File: config.mk
export PLATFORM = sky130hd
export DESIGN_NAME = mem_bus_arbiter
export DESIGN_NICKNAME = d
export VERILOG_FILES = /design/src/rtl/mem_bus_arbiter.sv
export SDC_FILE = /design/constraint.sdc
export NUM_CORES = 1
export LEC_CHECK = 0
export CAP_MARGIN = 40
export CORE_UTILIZATION = 30
export CTS_CLUSTER_DIAMETER = 50
export DETAILED_ROUTE_END_ITERATION = 8
export DONT_BUFFER_PORTS = 1
export PLACE_DENSITY = 0.44
export SETUP_SLACK_MARGIN = 0.1
export SLEW_MARGIN = 30
export SYNTH_ARGS = -nofsm -noshare
export SYNTH_HDL_FRONTEND = slang
export SYNTH_SLANG_ARGS = --single-unit
export TNS_END_PERCENT = 10
File: constraint.sdc
create_clock -name clk -period 4 [get_ports clk]
set_input_delay 0.8 -clock clk [delete_from_list [all_inputs] [get_ports clk]]
set_output_delay 0.8 -clock clk [all_outputs]
set_load 0.01 [all_outputs]
File: src/rtl/mem_bus_arbiter.sv
// mem_bus_arbiter: shares the core memory bus between the fetch (IF) and load/store (LS) ports.
// One transaction in flight at a time. LS has priority, IF has an anti-starvation override, and a flush drops fetch responses.
`default_nettype none
module mem_bus_arbiter #(
  parameter int ADDR_WIDTH   = 32,
  parameter int DATA_WIDTH   = 32,
  parameter int STARVE_LIMIT = 4
) (
  input  logic                    clk,
  input  logic                    rst_n,
  input  logic                    flush,
  input  logic                    if_req,
  input  logic [ADDR_WIDTH-1:0]   if_addr,
  output logic                    if_gnt,
  output logic                    if_rvalid,
  output logic [DATA_WIDTH-1:0]   if_rdata,
  input  logic                    ls_req,
  input  logic                    ls_we,
  input  logic [ADDR_WIDTH-1:0]   ls_addr,
  input  logic [DATA_WIDTH-1:0]   ls_wdata,
  input  logic [DATA_WIDTH/8-1:0] ls_be,
  output logic                    ls_gnt,
  output logic                    ls_rvalid,
  output logic [DATA_WIDTH-1:0]   ls_rdata,
  output logic                    bus_req,
  output logic                    bus_we,
  output logic [ADDR_WIDTH-1:0]   bus_addr,
  output logic [DATA_WIDTH-1:0]   bus_wdata,
  output logic [DATA_WIDTH/8-1:0] bus_be,
  input  logic                    bus_gnt,
  input  logic                    bus_rvalid,
  input  logic [DATA_WIDTH-1:0]   bus_rdata,
  output logic                    arb_stall
);
  localparam int BE_W  = DATA_WIDTH / 8;
  localparam int CNT_W = $clog2(STARVE_LIMIT + 1);
  localparam logic [CNT_W-1:0] CNT_MAX = CNT_W'(STARVE_LIMIT);

  typedef enum logic [1:0] {
    S_IDLE = 2'd0,
    S_ADDR = 2'd1,
    S_RESP = 2'd2
  } state_e;

  state_e                state_q, state_d;
  logic                  owner_if_q, owner_if_d;
  logic                  drop_q, drop_d;
  logic [CNT_W-1:0]      starve_q, starve_d;
  logic                  bus_req_q, bus_req_d;
  logic                  bus_we_q, bus_we_d;
  logic [ADDR_WIDTH-1:0] bus_addr_q, bus_addr_d;
  logic [DATA_WIDTH-1:0] bus_wdata_q, bus_wdata_d;
  logic [BE_W-1:0]       bus_be_q, bus_be_d;

  logic ls_sel, if_sel, resp_fire;

  // IF overrides LS only when it has lost STARVE_LIMIT arbitrations in a row
  assign ls_sel    = (state_q == S_IDLE) && ls_req && !(if_req && (starve_q == CNT_MAX));
  assign if_sel    = (state_q == S_IDLE) && !ls_sel && if_req && !flush;
  assign resp_fire = (state_q == S_RESP) && bus_rvalid;

  always_comb begin
    state_d     = state_q;
    owner_if_d  = owner_if_q;
    drop_d      = drop_q;
    starve_d    = starve_q;
    bus_we_d    = bus_we_q;
    bus_addr_d  = bus_addr_q;
    bus_wdata_d = bus_wdata_q;
    bus_be_d    = bus_be_q;
    case (state_q)
      S_IDLE: begin
        drop_d = 1'b0;
        if (ls_sel) begin
          state_d     = S_ADDR;
          owner_if_d  = 1'b0;
          bus_we_d    = ls_we;
          bus_addr_d  = ls_addr;
          bus_wdata_d = ls_wdata;
          bus_be_d    = ls_be;
          if (if_req && (starve_q != CNT_MAX)) starve_d = starve_q + 1'b1;
        end else if (if_sel) begin
          state_d     = S_ADDR;
          owner_if_d  = 1'b1;
          bus_we_d    = 1'b0;
          bus_addr_d  = if_addr;
          bus_wdata_d = '0;
          bus_be_d    = '1;
          starve_d    = '0;
        end
      end
      S_ADDR: begin
        if (owner_if_q && flush) drop_d = 1'b1;
        if (bus_gnt) state_d = S_RESP;
      end
      S_RESP: begin
        if (owner_if_q && flush) drop_d = 1'b1;
        if (bus_rvalid) begin
          state_d = S_IDLE;
          drop_d  = 1'b0;
        end
      end
      default: state_d = S_IDLE;
    endcase
    bus_req_d = (state_d == S_ADDR);
  end

  always_ff @(posedge clk or negedge rst_n) begin
    if (!rst_n) begin
      state_q     <= S_IDLE;
      owner_if_q  <= 1'b0;
      drop_q      <= 1'b0;
      starve_q    <= '0;
      bus_req_q   <= 1'b0;
      bus_we_q    <= 1'b0;
      bus_addr_q  <= '0;
      bus_wdata_q <= '0;
      bus_be_q    <= '0;
    end else begin
      state_q     <= state_d;
      owner_if_q  <= owner_if_d;
      drop_q      <= drop_d;
      starve_q    <= starve_d;
      bus_req_q   <= bus_req_d;
      bus_we_q    <= bus_we_d;
      bus_addr_q  <= bus_addr_d;
      bus_wdata_q <= bus_wdata_d;
      bus_be_q    <= bus_be_d;
    end
  end

  // Grants are combinational, so they are masked while reset is held
  assign ls_gnt    = rst_n && ls_sel;
  assign if_gnt    = rst_n && if_sel;
  assign ls_rvalid = resp_fire && !owner_if_q;
  assign if_rvalid = resp_fire && owner_if_q && !drop_q && !flush;
  assign ls_rdata  = ls_rvalid ? bus_rdata : '0;
  assign if_rdata  = if_rvalid ? bus_rdata : '0;

  assign bus_req   = bus_req_q;
  assign bus_we    = bus_we_q;
  assign bus_addr  = bus_addr_q;
  assign bus_wdata = bus_wdata_q;
  assign bus_be    = bus_be_q;

  assign arb_stall = rst_n && ((ls_req && !ls_gnt) ||
                               (!owner_if_q && (state_q != S_IDLE) && !ls_rvalid));
endmodule
`default_nettype wire

# ---- Yosys cells after proc, flatten, opt, wreduce, memory -nomap -nowiden
# Index checks and enable logic that the tools add are counted.
dict set report word_totals {
  ff_bits 77
  output_inout_bits 139
  elab_cells 72
}
dict set report op_classes {
  reduce_logical 33
  add_sub_neg 1
  n_mux 23
  eq_ne 6
}
# op count
set ops {}
lappend ops {{2-to-1 mux 32 bit} 6}
lappend ops {{logical AND 1 bit} 19}
lappend ops {{2-to-1 mux 3 bit} 3}
lappend ops {{2-to-1 mux 2 bit} 4}
lappend ops {{2-to-1 mux 4 bit} 2}
lappend ops {{logical NOT 1 bit} 7}
lappend ops {{2-to-1 mux 1 bit} 6}
lappend ops {{case mux 2 bit (3 select lines)} 1}
lappend ops {{== test 2 x 1 -> 1 bit (second input constant)} 2}
lappend ops {{nonzero test 2 bit} 2}
lappend ops {{adder 3 x 1 -> 3 bit (second input constant)} 1}
lappend ops {{== test 3 bit (second input constant)} 1}
lappend ops {{inequality test 3 bit (second input constant)} 1}
lappend ops {{case mux 1 bit (3 select lines)} 1}
lappend ops {{AND reduction 3 bit} 1}
lappend ops {{nonzero test 3 bit} 1}
lappend ops {{== test 2 bit (second input constant)} 1}
lappend ops {{logical NOT 2 bit} 1}
lappend ops {{inequality test 2 x 1 -> 1 bit (second input constant)} 1}
lappend ops {{AND reduction 2 bit} 1}
lappend ops {{logical OR 1 bit} 1}

# ---- Logic depth before layout (Yosys ltp)
# Gate-level depths: netlist of run 1.
dict set report depth {
  word_depth 12
  ltp_mapped 8
  depth_no_buf 5
}

# ---- Worst setup path before layout of run 1
# No wires, ideal clock.
dict set report synth_timing {
  path_type {input to output}
  from {in bus_rvalid}
  to {out if_rdata[22]}
  arrival_time_ns 1.704
  path_buffers 1
  required_time_ns 3.200
  slack_ns 1.496
  stages 4
  path_cell_list {nand2_1 > nor4b_2 > clkbuf_1 > and2_1}
}
dict set report synth_between {
  elab_chain_cells 5
}
# item line_no
set synth_rtl {}
lappend synth_rtl {{start: declaration} 31} ;# input logic bus_rvalid,
lappend synth_rtl {{logical AND 1 bit} 60} ;# assign resp_fire = (state_q == S_RESP) && bus_rvalid;
lappend synth_rtl {{logical AND 1 bit (3 in series)} 136} ;# assign if_rvalid = resp_fire && owner_if_q && !drop_q && !flush;
lappend synth_rtl {{via if_rvalid} 15} ;# output logic if_rvalid,
lappend synth_rtl {{2-to-1 mux 32 bit} 138} ;# assign if_rdata = if_rvalid ? bus_rdata : '0;
lappend synth_rtl {{end: declaration} 16} ;# output logic [DATA_WIDTH-1:0] if_rdata,
# The timed path passes the listed nets, and every way through them passes these cells.

# ---- Worst setup path after layout of run 1
dict set report layout_timing {
  from {reg state_q[0]}
  to {out if_gnt}
}
dict set report layout_between {
  elab_chain_cells 8
}
# item line_no
set layout_rtl {}
lappend layout_rtl {{start: declaration} 45} ;# state_e state_q, state_d;
lappend layout_rtl {{start signal: assignment} 120} ;# state_q <= state_d;
lappend layout_rtl {{logical NOT 2 bit *} {58, 59}}
lappend layout_rtl {{logical AND 1 bit (2 in series)} 58} ;# assign ls_sel = (state_q == S_IDLE) && ls_req && !(if_req && (starve_q == CNT_MAX));
lappend layout_rtl {{logical NOT 1 bit} 59} ;# assign if_sel = (state_q == S_IDLE) && !ls_sel && if_req && !flush;
lappend layout_rtl {{logical AND 1 bit * (3 in series)} 59}
lappend layout_rtl {{logical AND 1 bit *} 134} ;# assign if_gnt = rst_n && if_sel;
lappend layout_rtl {{end: declaration} 14} ;# output logic if_gnt,
# Every way passes the cells marked *; elsewhere a longest branch is shown, timed or not.

==> metrics, run 1 <==
status finished clean; DR pass1 iterations 4; met2 Usage GRT 0.207; min Tclk post-route 2.93 ns; CTS tree done; synth unique cells 38; RSZ-0062 raised after global routing no; met3 usage 0.0588; placed cell areas 0.00464 mm²; CP max FO 20; instance count on the critical path 4; EDFF count, synth 0; clock-pin slew on the worst setup and hold paths 0.06 ns; Setup crit start kind flip-flop; cts repair resizes 0; Reg-to-Reg Start state_q[0]; DRC 0; Syn Std Cell Area 0.00449 mm²; n_diodes 0; cells after synthesis 392; Worst setup EP type output pin; fmax 0.342 GHz; R2R Path End bus_addr[1]; Seq/Total Area, Yosys 0.429; Cell Rows 44; DR WL/cell 18.0 µm; largest net degree at the start of global routing 81; fin. max-slew vios 0; Async SR Flop Fraction 1.00; Pleak 2.62 nW; Net Sw Power 0.00133 W; TritonCTS Buffers 9; Worst Path Buf+Inv 1; average cell area after synthesis approximately 11 µm²; Iter 0 DRT Violations 67; final setup vio count 0; layout cells sized above 1 0.234; # IOs 279; Fin Setup TNS 0 ns; Die Wd 124 µm; commonest non-fill, non-tap cell in the layout dfrtp_1; Worst R2R Setup Slack ~1.4 ns; CP Cell Sequence inv_1 > ha_1 > nand3_4 > and3_1; Critical Path RT 3.20 ns; die area 0.0155 mm²; Post-Place Worst Slack 1.33 ns; Core ar. roughly 0.015 mm²; vias in the first global route 2,790; sequential share of power 0.423; first-pass GRT wire length between 15,000 and 20,000 µm; area growth from synthesis to layout 10.1%; Setup Buffers After CTS 0; antenna violations before repair 0; Layout Nets 532; Final Instance Area 0.00495 mm²; slowest stage cell, crit path dfrtp_1; Setup CP Type reg -> out; Hold-fix buffers, CTS 0; final hold violation count 0; clock latency on the worst-skew pair 0.33 ns; Slew HR 0.461; Worst Tran Pin Value about 0.81 ns; top cells by area, synth dfrtp_1, mux2_4, and2_1; Final WS setup around 1.1 ns; Synth Flop Type dfrtp_1; max-cap violations 0; root buffer cell clkbuf_16; via count 2,742; Pwr per Cell Area between 700 and 800 mW/mm²; CTS Buffer Depth 2; Worst VDD drop around 200 µV; GR peak layer met2; GRT Overall Usage 0.131; period utilisation layout 0.732; IO buf count 0; GR Util met1 0.158; most frequent cells in the layout dfrtp_1, and2_1, mux2_4; GPL Wtd Cong 0.781; Hold/Removal Path Class in -> async; #FFs+latches synth 77; Gate power share 0.351; syn nets 539; DRT antenna net count 0; largest area contributor in the netlist dfrtp_1; drt total wl 10,300 µm; die height 124 µm; Clk network pwr share 0.226; Cell Int Power 0.00252 W; Critical Path AT ~2.1 ns; Detailed Place HPWL approximately 7400 µm; initial core utilization 0.308; crit-path max cell delay 0.44 ns; worst r2r path cells 5; Synth top area share 0.429; gr ovfl total 0; Syn. warnings 0; CP top delay family simple AND/OR/NAND/NOR gates; sw frac 0.345; post-DR vias/cell 4.79; skew final around 0.0064 ns; # clock sinks 77; htree depth 3
synthesized netlist by cell type (4+ instances only):
cell type and number:
a21oi_1 4, and2_1 64, buf_2 5, buf_4 4
buf_6 7, clkbuf_1 7, dfrtp_1 77, ha_1 7
inv_1 40, mux2_2 5, mux2_4 60, mux2i_1 34
nand2_1 38, nand2b_1 6, nor2b_1 4
worst max path at each step:
stage	from	end	slack (ns)
final	state_q[0]	if_gnt	1.07
after global routing	state_q[0]	if_rdata[9]	0.90
after CTS	state_q[0]	if_gnt	0.98
after detailed placement	state_q[0]	bus_addr[2]	1.33
after global placement	bus_rvalid	if_rdata[7]	1.23
after floorplan	bus_rvalid	if_rdata[22]	1.50
area by class of cell:
class                           count  area [µm²]
Tap cell                          184         230
Fill cell                        1451        9640
Clock buffer                        9         225
Timing Repair Buffer                5        50.0
Sequential cell                    77        1930
Multi-Input combinational cell    252        2280
Inverter                           40         150
Clock inverter                      6        87.6
per-stage QoR:
step / cells / hold WS [ns] / utilization / total power, W
3_3_place_gp: 557 / 0.499 / 0.317 / 0.00298
3_5_place_dp: 558 / 0.506 / 0.318 / 0.00301
5_1_grt: 573 / 0.133 / 0.339 / 0.00409
2_1_floorplan: 392 / 0.478 / - / 0.00277
4_1_cts: 573 / 0.139 / 0.339 / 0.00391
6_report: 573 / 0.156 / 0.339 / 0.00384
logic make-up (layout without fill, tap and decap cells):
| kind of cell | Yosys count | in the layout | share of synthesized area |
|---|---|---|---|
| multiplexers | 102 | 102 | 0.296 |
| AND/OR/NAND/NOR | 122 | 122 | 0.153 |
| flip-flops | 77 | 77 | 0.429 |
| buffers and inverters | 63 | 60 | 0.0690 |
| AO/OA/AOI/OAI | 21 | 21 | 0.0331 |
| adder cells (fa/ha/maj) | 7 | 7 | 0.0195 |
per-layer routing:
layer  part of all wire  vias up
li1                   -     1258
met5                  0        -
met2               0.47      149
met1               0.42     1325
met4              0.015        0
met3              0.098       10
sequential cells by signal, indices dropped and copies added (netlist names), 2 cells and up:
signal / flops
bus_wdata: 32
starve_q: 3
state_q: 2
bus_addr: 32
bus_be: 4
power by group through the flow:
stage               Sequential [W]  Clock, W  Combinational, W
global placement           0.00165         0           0.00133
CTS                        0.00164  0.000901           0.00137
detailed placement         0.00165         0           0.00136
finish                     0.00163  0.000867           0.00135
floorplan                  0.00154         0           0.00123
global route               0.00168  0.000934           0.00149
(Power assumes the default switching activity.)
==> inputs of run 2 (changes only) <==
- clock period: 4 -> 3.04 ns (I/O delays scaled with it)
==> run 2 against run 1 <==
- count of clock-buffer cells in the layout rose by 3
- die area unchanged
- largest cell class unchanged
- flip-flop and latch count unchanged
==> metrics, run 2 (same netlist as run 1, synthesis figures left out) <==
drt total wl 10,400 µm (+1.0%); htree depth 3 (unchanged); gr ovfl total 0 (unchanged); # fillers 1,434 (-1.2%); DRC 0 (unchanged); DRT antenna net count 0 (unchanged); DR pass1 iterations 4 (unchanged); Slew HR 0.520 (+0.0592); layout cells sized above 1 0.237 (+0.00331); Setup CP Type reg -> out; # clock sinks 77 (unchanged); die area 0.0155 mm² (unchanged); final hold violation count 0 (unchanged); DR WL/cell 18.0 µm (+0.51%); Setup crit start kind flip-flop; fin. max-slew vios 0 (unchanged); n_diodes 0 (unchanged); clock-pin slew on the worst setup and hold paths 0.06 ns (about the same); die height 124 µm (unchanged); Critical Path RT 2.43 ns (-0.77 ns); Worst Tran Pin Value 0.720 ns (-0.0889 ns); Core ar. 0.0146 mm² (unchanged); Fin Setup TNS 0 ns (unchanged); # IOs 279 (unchanged); skew final 0.00510 ns (-0.00128 ns); multi-input logic area 0.00228 mm² (unchanged); most frequent cells in the layout dfrtp_1, and2_1, mux2_4; CP max FO 33 (+65%); Worst setup EP type output pin; register area 0.00193 mm² (unchanged); area growth from synthesis to layout 10.3%; GPL Wtd Cong 0.752 (-3.7%); clock latency on the worst-skew pair 0.33 ns (about the same); Tot Pwr 0.00494 W (+29%); root buffer cell clkbuf_16; final setup vio count 0 (unchanged); fmax 0.391 GHz; GRT Overall Usage 0.138 (+0.00671); via count 2,743 (+0.036%); status finished clean; Iter 0 DRT Violations 89 (+33%); TritonCTS Buffers 9 (unchanged); antenna violations before repair 0 (unchanged); commonest non-fill, non-tap cell in the layout dfrtp_1; CTS tree done; IO buf count 0 (unchanged); Die Wd 124 µm (unchanged); Detailed Place HPWL 7390 µm (+0.27%); RSZ-0062 raised after global routing no; largest net degree at the start of global routing 78 (-3.7%); Worst VDD drop 280 µV (+43%); cts repair resizes 0 (unchanged); Hold/Removal Path Class in -> async; post-DR vias/cell 4.76 (-0.48%); Pwr per Cell Area 997 mW/mm² (+28%); Critical Path AT 1.95 ns (-0.18 ns); min Tclk post-route 2.56 ns; initial core utilization 0.308 (unchanged); max-cap violations 0 (unchanged); Cell Rows 44 (unchanged); first-pass GRT wire length 16,300 µm (+3.9%); CTS Buffer Depth 2 (unchanged); Layout Nets 535 (+0.56%); Pleak 2.62 nW (about the same); vias in the first global route 2,771 (-0.68%); period utilisation layout 0.842
[run 2: cell types whose count changed in the layout (fill, tap and decap cells not counted)]
| cell | change |
|---|---|
| clkinvlp_4 | +1 |
| clkinv_2 | -1 |
| buf_4 | +2 |
| clkbuf_8 | +2 |
| clkbuf_1 | +1 |
| inv_6 | -1 |
| bufinv_16 | -2 |
| buf_16 | +1 |
[run 2: critical path, stage by stage, from the launching register on]
cell and delay, ns:
dfrtp_1 0.43, inv_1 0.13, ha_1 0.19, nand2_1 0.11, nor4b_4 0.21, buf_4 0.30
and2_1 0.25
[run 2: cell type report]
class	count	share of cell area
multi-input combinational	252	0.460
sequential	77	0.389
clock buffer	12	0.0518
tap	184	0.0465
inverter	40	0.0303
timing repair buffer	8	0.0187
clock inverter	3	0.00429
[run 2: what timing repair did]
action                                 CTS  global route
hold buffers                             1             0
endpoints found under the hold margin   77             0
setup buffers                            0             0
[run 2: metrics by stage]
stage	utilization	cells	cell area, µm²	hold slack, ns	setup WS (ns)
2_1_floorplan	-	392	4490	0.312	0.825
3_3_place_gp	0.319	560	4650	0.314	0.594
3_5_place_dp	0.319	560	4650	0.314	0.506
4_1_cts	0.340	576	4960	0.174	0.457
5_1_grt	0.340	576	4960	0.189	0.296
6_report	0.340	576	4960	0.169	0.482
[run 2: metal layers]
metal	vias up	global-route usage	routed length (µm)
met1	1309	0.168	4260
met4	0	0.0510	153
met3	11	0.0571	964
met2	152	0.216	5020
li1	1271	-	-
met5	-	0	0
[run 2: where the power goes]
part / total [W] / internal [W] / switching [W]
Clock: 0.000997 / 0.000593 / 0.000405
Sequential: 0.00214 / 0.00153 / 0.000612
Combinational: 0.00180 / 0.00108 / 0.000721
[run 2: final timing paths]
path | from | end | slack [ns] | cells after the start
max | state_q[0] | if_rdata[13] | 0.48 | 6
min | rst_n | bus_addr[14] | 0.17 | 1
max reg2reg | state_q[0] | bus_addr[6] | 0.54 | 5
min reg2reg | starve_q[0] | starve_q[0] | 0.50 | 1
max in group asynchronous | rst_n | bus_we | 2.56 | 1
min in group clk | ls_wdata[24] | bus_wdata[24] | 0.39 | 2
